===== src/rtl/mem_stage.sv =====
// ----------------------------------------------------------------------------
// mem_stage
// Memory-access stage of the DLX pipeline. Issues word loads/stores to the
// data memory over a request/acknowledge bus, stalls the pipeline while the
// memory inserts wait states, aborts accesses that exceed MAX_WAIT wait
// cycles, drives the forwarding path back to EX and registers the result
// into the WB stage.
//
// Parameters
//   MAX_WAIT              wait cycles tolerated after the issue cycle (>=1)
// Ports
//   clk, reset_n          clock (rising edge), asynchronous active-low reset
//   ALU_out_MEM           address for loads/stores, result otherwise
//   store_data_MEM        store data
//   d_write_enable_MEM    instruction is a store (wins over load)
//   d_load_enable_MEM     instruction is a load
//   Rd_MEM                destination register (0 = none)
//   ALU_out_MEM_backward  forwarded value to EX
//   Rd_MEM_backward       forwarded register index to EX
//   stall_MEM             freeze upstream stages this cycle
//   d_address, d_data_write, d_write_enable, d_read_enable  memory request
//   d_data_read, d_ack    memory response
//   data_WB, Rd_WB        registered write-back value / destination
//   bus_error             sticky misaligned / timeout flag
// ----------------------------------------------------------------------------
module mem_stage #(
    parameter int MAX_WAIT = 15
) (
    input  logic        clk,
    input  logic        reset_n,
    input  logic [31:0] ALU_out_MEM,
    input  logic [31:0] store_data_MEM,
    input  logic        d_write_enable_MEM,
    input  logic        d_load_enable_MEM,
    input  logic [4:0]  Rd_MEM,
    output logic [31:0] ALU_out_MEM_backward,
    output logic [4:0]  Rd_MEM_backward,
    output logic        stall_MEM,
    output logic [31:0] d_address,
    output logic [31:0] d_data_write,
    output logic        d_write_enable,
    output logic        d_read_enable,
    input  logic [31:0] d_data_read,
    input  logic        d_ack,
    output logic [31:0] data_WB,
    output logic [4:0]  Rd_WB,
    output logic        bus_error
);

    localparam int CW = $clog2(MAX_WAIT + 1);

    typedef enum logic {
        S_IDLE,
        S_WAIT
    } state_t;

    state_t        r_state;
    logic [CW-1:0] r_cnt;
    logic [31:2]   r_addr;
    logic [31:0]   r_wdata;
    logic          r_is_store;
    logic [4:0]    r_rd;
    logic [31:0]   r_data_wb;
    logic [4:0]    r_rd_wb;
    logic          r_bus_error;

    logic          w_store_in;
    logic          w_load_in;
    logic          w_mem_in;
    logic          w_req;
    logic          w_is_store;
    logic [31:2]   w_addr;
    logic [31:0]   w_wdata;
    logic [4:0]    w_rd;
    logic          w_misalign;
    logic          w_timeout;
    logic          w_abort;
    logic          w_complete;
    logic          w_stall;
    logic [4:0]    w_fwd_rd;

    assign w_store_in = d_write_enable_MEM;
    assign w_load_in  = d_load_enable_MEM & ~d_write_enable_MEM;
    assign w_mem_in   = w_store_in | w_load_in;

    // Request source: live inputs on the issue cycle, holding registers while
    // waiting. Everything is gated by reset_n so an asynchronous reset drops
    // the request in the same cycle, even if the inputs still show an access.
    always_comb begin
        w_req      = 1'b0;
        w_is_store = 1'b0;
        w_addr     = '0;
        w_wdata    = '0;
        w_rd       = '0;
        w_misalign = 1'b0;
        w_timeout  = 1'b0;
        if (reset_n) begin
            if (r_state == S_IDLE) begin
                if (w_mem_in) begin
                    if (ALU_out_MEM[1:0] == 2'b00) begin
                        w_req      = 1'b1;
                        w_is_store = w_store_in;
                        w_addr     = ALU_out_MEM[31:2];
                        w_wdata    = store_data_MEM;
                        w_rd       = Rd_MEM;
                    end else begin
                        w_misalign = 1'b1;
                    end
                end else begin
                    w_rd = Rd_MEM;
                end
            end else begin
                w_req      = 1'b1;
                w_is_store = r_is_store;
                w_addr     = r_addr;
                w_wdata    = r_wdata;
                w_rd       = r_rd;
                w_timeout  = ~d_ack && (r_cnt == CW'(MAX_WAIT));
            end
        end
    end

    assign w_abort    = w_misalign | w_timeout;
    assign w_complete = w_req & d_ack;
    // The abort cycle releases the pipeline even though no ack arrived.
    assign w_stall    = w_req & ~d_ack & ~w_timeout;

    assign d_address      = w_req ? {w_addr, 2'b00} : 32'd0;
    assign d_data_write   = w_req ? w_wdata : 32'd0;
    assign d_write_enable = w_req & w_is_store;
    assign d_read_enable  = w_req & ~w_is_store;
    assign stall_MEM      = w_stall;

    // Only a non-memory op has its result ready here; memory ops forward r0.
    assign w_fwd_rd             = (reset_n && r_state == S_IDLE && !w_mem_in) ? Rd_MEM : 5'd0;
    assign Rd_MEM_backward      = w_fwd_rd;
    assign ALU_out_MEM_backward = (w_fwd_rd != 5'd0) ? ALU_out_MEM : 32'd0;

    // FSM, holding registers and sticky error.
    always_ff @(posedge clk or negedge reset_n) begin
        if (!reset_n) begin
            r_state     <= S_IDLE;
            r_cnt       <= '0;
            r_addr      <= '0;
            r_wdata     <= '0;
            r_is_store  <= 1'b0;
            r_rd        <= '0;
            r_bus_error <= 1'b0;
        end else begin
            if (w_abort) begin
                r_bus_error <= 1'b1;
            end
            case (r_state)
                S_IDLE: begin
                    if (w_req && !d_ack) begin
                        r_state    <= S_WAIT;
                        r_cnt      <= CW'(1);
                        r_addr     <= w_addr;
                        r_wdata    <= w_wdata;
                        r_is_store <= w_is_store;
                        r_rd       <= w_rd;
                    end
                end
                S_WAIT: begin
                    if (d_ack || w_timeout) begin
                        r_state <= S_IDLE;
                        r_cnt   <= '0;
                    end else begin
                        r_cnt <= r_cnt + 1'b1;
                    end
                end
                default: begin
                    r_state <= S_IDLE;
                    r_cnt   <= '0;
                end
            endcase
        end
    end

    // WB register: bubble on stall, store or abort; otherwise pass the
    // load data (on completion) or the ALU result.
    always_ff @(posedge clk or negedge reset_n) begin
        if (!reset_n) begin
            r_data_wb <= '0;
            r_rd_wb   <= '0;
        end else begin
            if (w_stall || w_abort || (w_req && w_is_store)) begin
                r_rd_wb <= 5'd0;
            end else begin
                r_rd_wb   <= w_rd;
                r_data_wb <= w_complete ? d_data_read : ALU_out_MEM;
            end
        end
    end

    assign data_WB   = r_data_wb;
    assign Rd_WB     = r_rd_wb;
    assign bus_error = r_bus_error;

endmodule


===== config.mk =====
export PLATFORM = sky130hd
export DESIGN_NAME = mem_stage
export DESIGN_NICKNAME = d
export VERILOG_FILES = /design/src/rtl/mem_stage.sv
export SDC_FILE = /design/constraint.sdc
export NUM_CORES = 1
export LEC_CHECK = 0
export BUFFER_PORTS_ARGS = -buffer_cell sky130_fd_sc_hd__buf_4
export CORE_MARGIN = 2
export CORE_UTILIZATION = 40
export DETAILED_ROUTE_END_ITERATION = 8
export PLACE_DENSITY = 0.82
export SYNTH_ARGS = -nofsm -noshare
export SYNTH_HDL_FRONTEND = slang
export SYNTH_SLANG_ARGS = --single-unit

===== constraint.sdc =====
create_clock -name clk -period 6.05 [get_ports clk]
set_clock_uncertainty 0.2 [all_clocks]
set_input_delay 0.3025 -clock clk [delete_from_list [all_inputs] [get_ports clk]]
set_output_delay 0.3025 -clock clk [all_outputs]
set_load 0.02 [all_outputs]

==> flow_summary.rst <==
.. list-table::
   :header-rows: 1

   * - Metric
     - Value
   * - Result of the run
     - complete, no violations
   * - Clock slew at the register clock pins of the worst setup and hold paths
     - around 0.07 ns
   * - Worst path arrival time
     - about 3.2 ns
   * - RSZ-0062 raised after global routing
     - no
   * - Residual antenna-violating net count after detailed routing
     - 0
   * - FF-to-FF End
     - r_addr[8]
   * - Beginning of the worst hold path
     - Rd_MEM[2]
   * - First-pass GRT wire length
     - about 24 mm
   * - Detail-routed net length per standard cell
     - around 17 µm
   * - Number of violations reported at the end of detailed-routing iteration 0
     - 231
   * - Initial antenna violation count
     - 0
   * - Maximum clock insertion buffer count
     - 2
   * - Vias in the first global route
     - 4,883
   * - # IOs
     - roughly 250
   * - GRT overflow
     - 0
   * - Data required time of the critical path
     - between 5 and 6 ns
   * - # Max-Cap Violations
     - 0
   * - Number of DRC violations after detailed routing
     - 0
   * - Dpl hpwl
     - approximately 11 mm
   * - TritonCTS clock tree
     - yes
   * - Sequential area share after synthesis
     - 0.510
   * - Final setup fails
     - 0
   * - Arithmetic-cell share of the synthesized area counting full adders, half adders and majority gates
     - 0.00230
   * - Post-Syn Area per Cell
     - 11.6 µm²
   * - Count of distinct cell types in the synthesized netlist
     - 36
   * - Setup slack of the worst register-to-register path
     - between 3 and 4 ns
   * - Origin of the critical flop-to-flop path
     - r_state
   * - End of the worst hold path
     - r_rd[2]
   * - P per Cell Area
     - between 200 and 250 nW/µm²
   * - TritonCTS buffer count
     - 9
   * - Worst reg-to-reg path cell count
     - 4
   * - Final Hold Vio Count
     - 0
   * - Fraction of synthesized cell area in xor and xnor cells
     - 0.00161
   * - Slew at the pin with the worst max-slew slack
     - about 1.1 ns
   * - Synthesis Warnings
     - 0
   * - ANT cells
     - 0
   * - Die height
     - between 100 and 150 µm
   * - Max IR drop VDD
     - 0.129 mV
   * - Max-slew headroom
     - 0.274
   * - Number of vias per cell
     - roughly 5.2
   * - Minimum clock period
     - about 3.7 ns
   * - Achievable clock frequency
     - between 200 and 300 MHz
   * - Max-slew violation total from the final report
     - 0
   * - Last weighted congestion value of the routability-driven placer
     - 0.800
   * - HP Class
     - primary input to flop
   * - Total routed wirelength
     - 14.8 mm
   * - Total instance count after detailed placement
     - 860
   * - Count of port buffers added during placement
     - roughly 250
   * - Flop and latch count out of synthesis
     - approximately 110
   * - Multiplexer fraction of the synthesized cell area
     - 0.194
   * - Count of cells along the worst hold path
     - 2
   * - Top flip-flop cell by instance count after synthesis
     - dfrtp_1
   * - Horizontal die dimension
     - approximately 120 µm
   * - Main combinational cell family by area after synthesis
     - multiplexers
   * - Vias after detailed routing
     - between 4,000 and 5,000
   * - Number of standard cells after synthesis
     - between 400 and 500
   * - Fraction of layout cells with a size suffix above 1
     - 0.387
   * - Post-route insts no fill
     - about 880
   * - Aggregate negative setup slack
     - 0 ns
   * - Compound-Gate Fraction of Synth Area
     - 0.156
   * - Clk Tree Root Cell
     - clkbuf_16
   * - EDFF count, synth
     - 0
   * - Synthesized-area fraction occupied by and/or/nand/nor cells
     - 0.102
   * - Worst Setup End Kind
     - primary output
   * - Leakage power figure
     - 3.92 nW
   * - Worst-skew pair later-pin latency
     - roughly 0.33 ns
   * - Worst setup path class
     - primary input to primary output
   * - Number of sinks on the clock net
     - approximately 110
   * - Proportion of register bits with asynchronous set or reset after synthesis
     - 1.00
   * - Pre-antenna DRT Iters
     - 4
   * - Area of the die
     - 14,600 µm²
   * - Clock H-tree levels
     - 3
   * - Category of the worst setup path launch point
     - primary input
   * - GRT Overall Usage
     - 0.205
   * - Worst hold slack across all endpoints
     - approximately 0.016 ns
   * - Post-CTS setup buffer count
     - 0
   * - Net count, final
     - roughly 800
   * - Floorplan core area
     - between 10,000 and 15,000 µm²
   * - Initial core utilization
     - 0.410
   * - Combined area of all synthesized cells
     - approximately 5400 µm²
   * - Synth-to-layout area growth
     - 40.8%
   * - Pin count of the biggest net entering global routing
     - 72
   * - CP max FO
     - just under 60
   * - Number of core rows
     - between 40 and 50
   * - Share of the clock period used by the worst path
     - 0.604
critical path, cell delays in order:
cell and delay [ns]:
dlygate4sd3_1 0.53, buf_4 0.56, nand2b_4 0.13, nor2_1 0.29
o21a_1 0.91, and2_1 0.25, buf_4 0.14
worst max path at each step:
stage / start / endpoint / cells past startpoint
after floorplan: r_state / d_address[10] / 5
after global placement: reset_n / stall_MEM / 5
after detailed placement: reset_n / ALU_out_MEM_backward[11] / 6
after CTS: reset_n / ALU_out_MEM_backward[11] / 7
after global routing: reset_n / ALU_out_MEM_backward[11] / 7
final: reset_n / ALU_out_MEM_backward[11] / 7
layer usage:
metal | GRT usage | up-vias | wire length [µm]
met5 | 0 | - | 0
met4 | 0.0741 | 0 | 296
met3 | 0.0382 | 27 | 961
met2 | 0.359 | 178 | 7310
met1 | 0.253 | 2224 | 6220
li1 | - | 2156 | -
final cells by class:
class                   instances  area [µm²]
flip-flops and latches        111        2780
clock buffers                  12         236
clock inverters                 4        22.5
multi-input cells             320        2510
well taps                     176         220
repair buffers                251        1890
fillers                      1131        5630
inverters                       3        11.3
metrics by stage:
step | power (mW) | setup WS (ns) | util | cell area (µm²)
6_report | 1.74 | 2.39 | 0.577 | 7670
5_1_grt | 1.83 | 2.12 | 0.577 | 7670
4_1_cts | 1.76 | 2.40 | 0.577 | 7670
3_5_place_dp | 1.23 | 2.99 | 0.557 | 7400
3_3_place_gp | 1.21 | 3.18 | 0.557 | 7400
2_1_floorplan | 1.03 | 4.00 | - | 5450
registers in the layout, summed over array words and instances (netlist names):
signal / flops
data_WB: 32
r_wdata: 32
r_addr: 30
Rd_WB: 5
r_rd: 5
r_cnt: 4
bus_error: 1
r_is_store: 1
r_state: 1
Yosys cell counts (2+ instances only):
cell type,number,share of area
o21ai_0,36,0.033
a31oi_1,2,0.0023
and2_1,39,0.045
nand2_1,39,0.027
a22o_1,63,0.10
a22oi_1,7,0.0096
nor3_1,2,0.0018
mux2_1,66,0.14
mux2i_1,30,0.055
nand3_1,2,0.0018
buf_4,4,0.0055
nand2b_1,2,0.0023
dfrtp_1,111,0.51
inv_1,3,0.0021
clkbuf_1,19,0.013
buf_2,14,0.013
nor2_1,12,0.0083
power breakdown:
group	switching [mW]	internal [mW]	leakage, nW	total [mW]
logic	0.197	0.165	2.33	0.361
registers	0.0399	0.808	1.46	0.848
clock network	0.249	0.278	0.126	0.527
total	0.486	1.25	3.92	1.74
kinds of logic after synthesis:
kind of cell | after synthesis
XOR/XNOR | 1
buffers and inverters | 40
other | 1
adder cells (fa/ha/maj) | 1
AND/OR/NAND/NOR | 105
AO/OA/AOI/OAI | 114
multiplexers | 97
flip-flops | 111
cell usage in the layout, fill, tap and decap left out, types with 2 or more instances in the layout:
| master | count |
|---|---|
| o21ai_0 | 36 |
| nor2_1 | 12 |
| nor3_1 | 2 |
| a31oi_1 | 2 |
| mux2_1 | 66 |
| clkbuf_1 | 3 |
| a22o_1 | 63 |
| buf_4 | 250 |
| inv_1 | 3 |
| and2_1 | 38 |
| a22oi_1 | 7 |
| dfrtp_1 | 111 |
| nand2_1 | 39 |
| clkinv_2 | 3 |
| nand2b_1 | 2 |
| clkbuf_16 | 9 |
| mux2i_1 | 30 |
| conb_1 | 2 |
| nand3_1 | 2 |
timing repair:
item / in CTS / in global routing
resized for setup: 0 / 0
hold endpoints to repair: 51 / 0
hold buffers: 1 / 0
(Power assumes the default switching activity.)
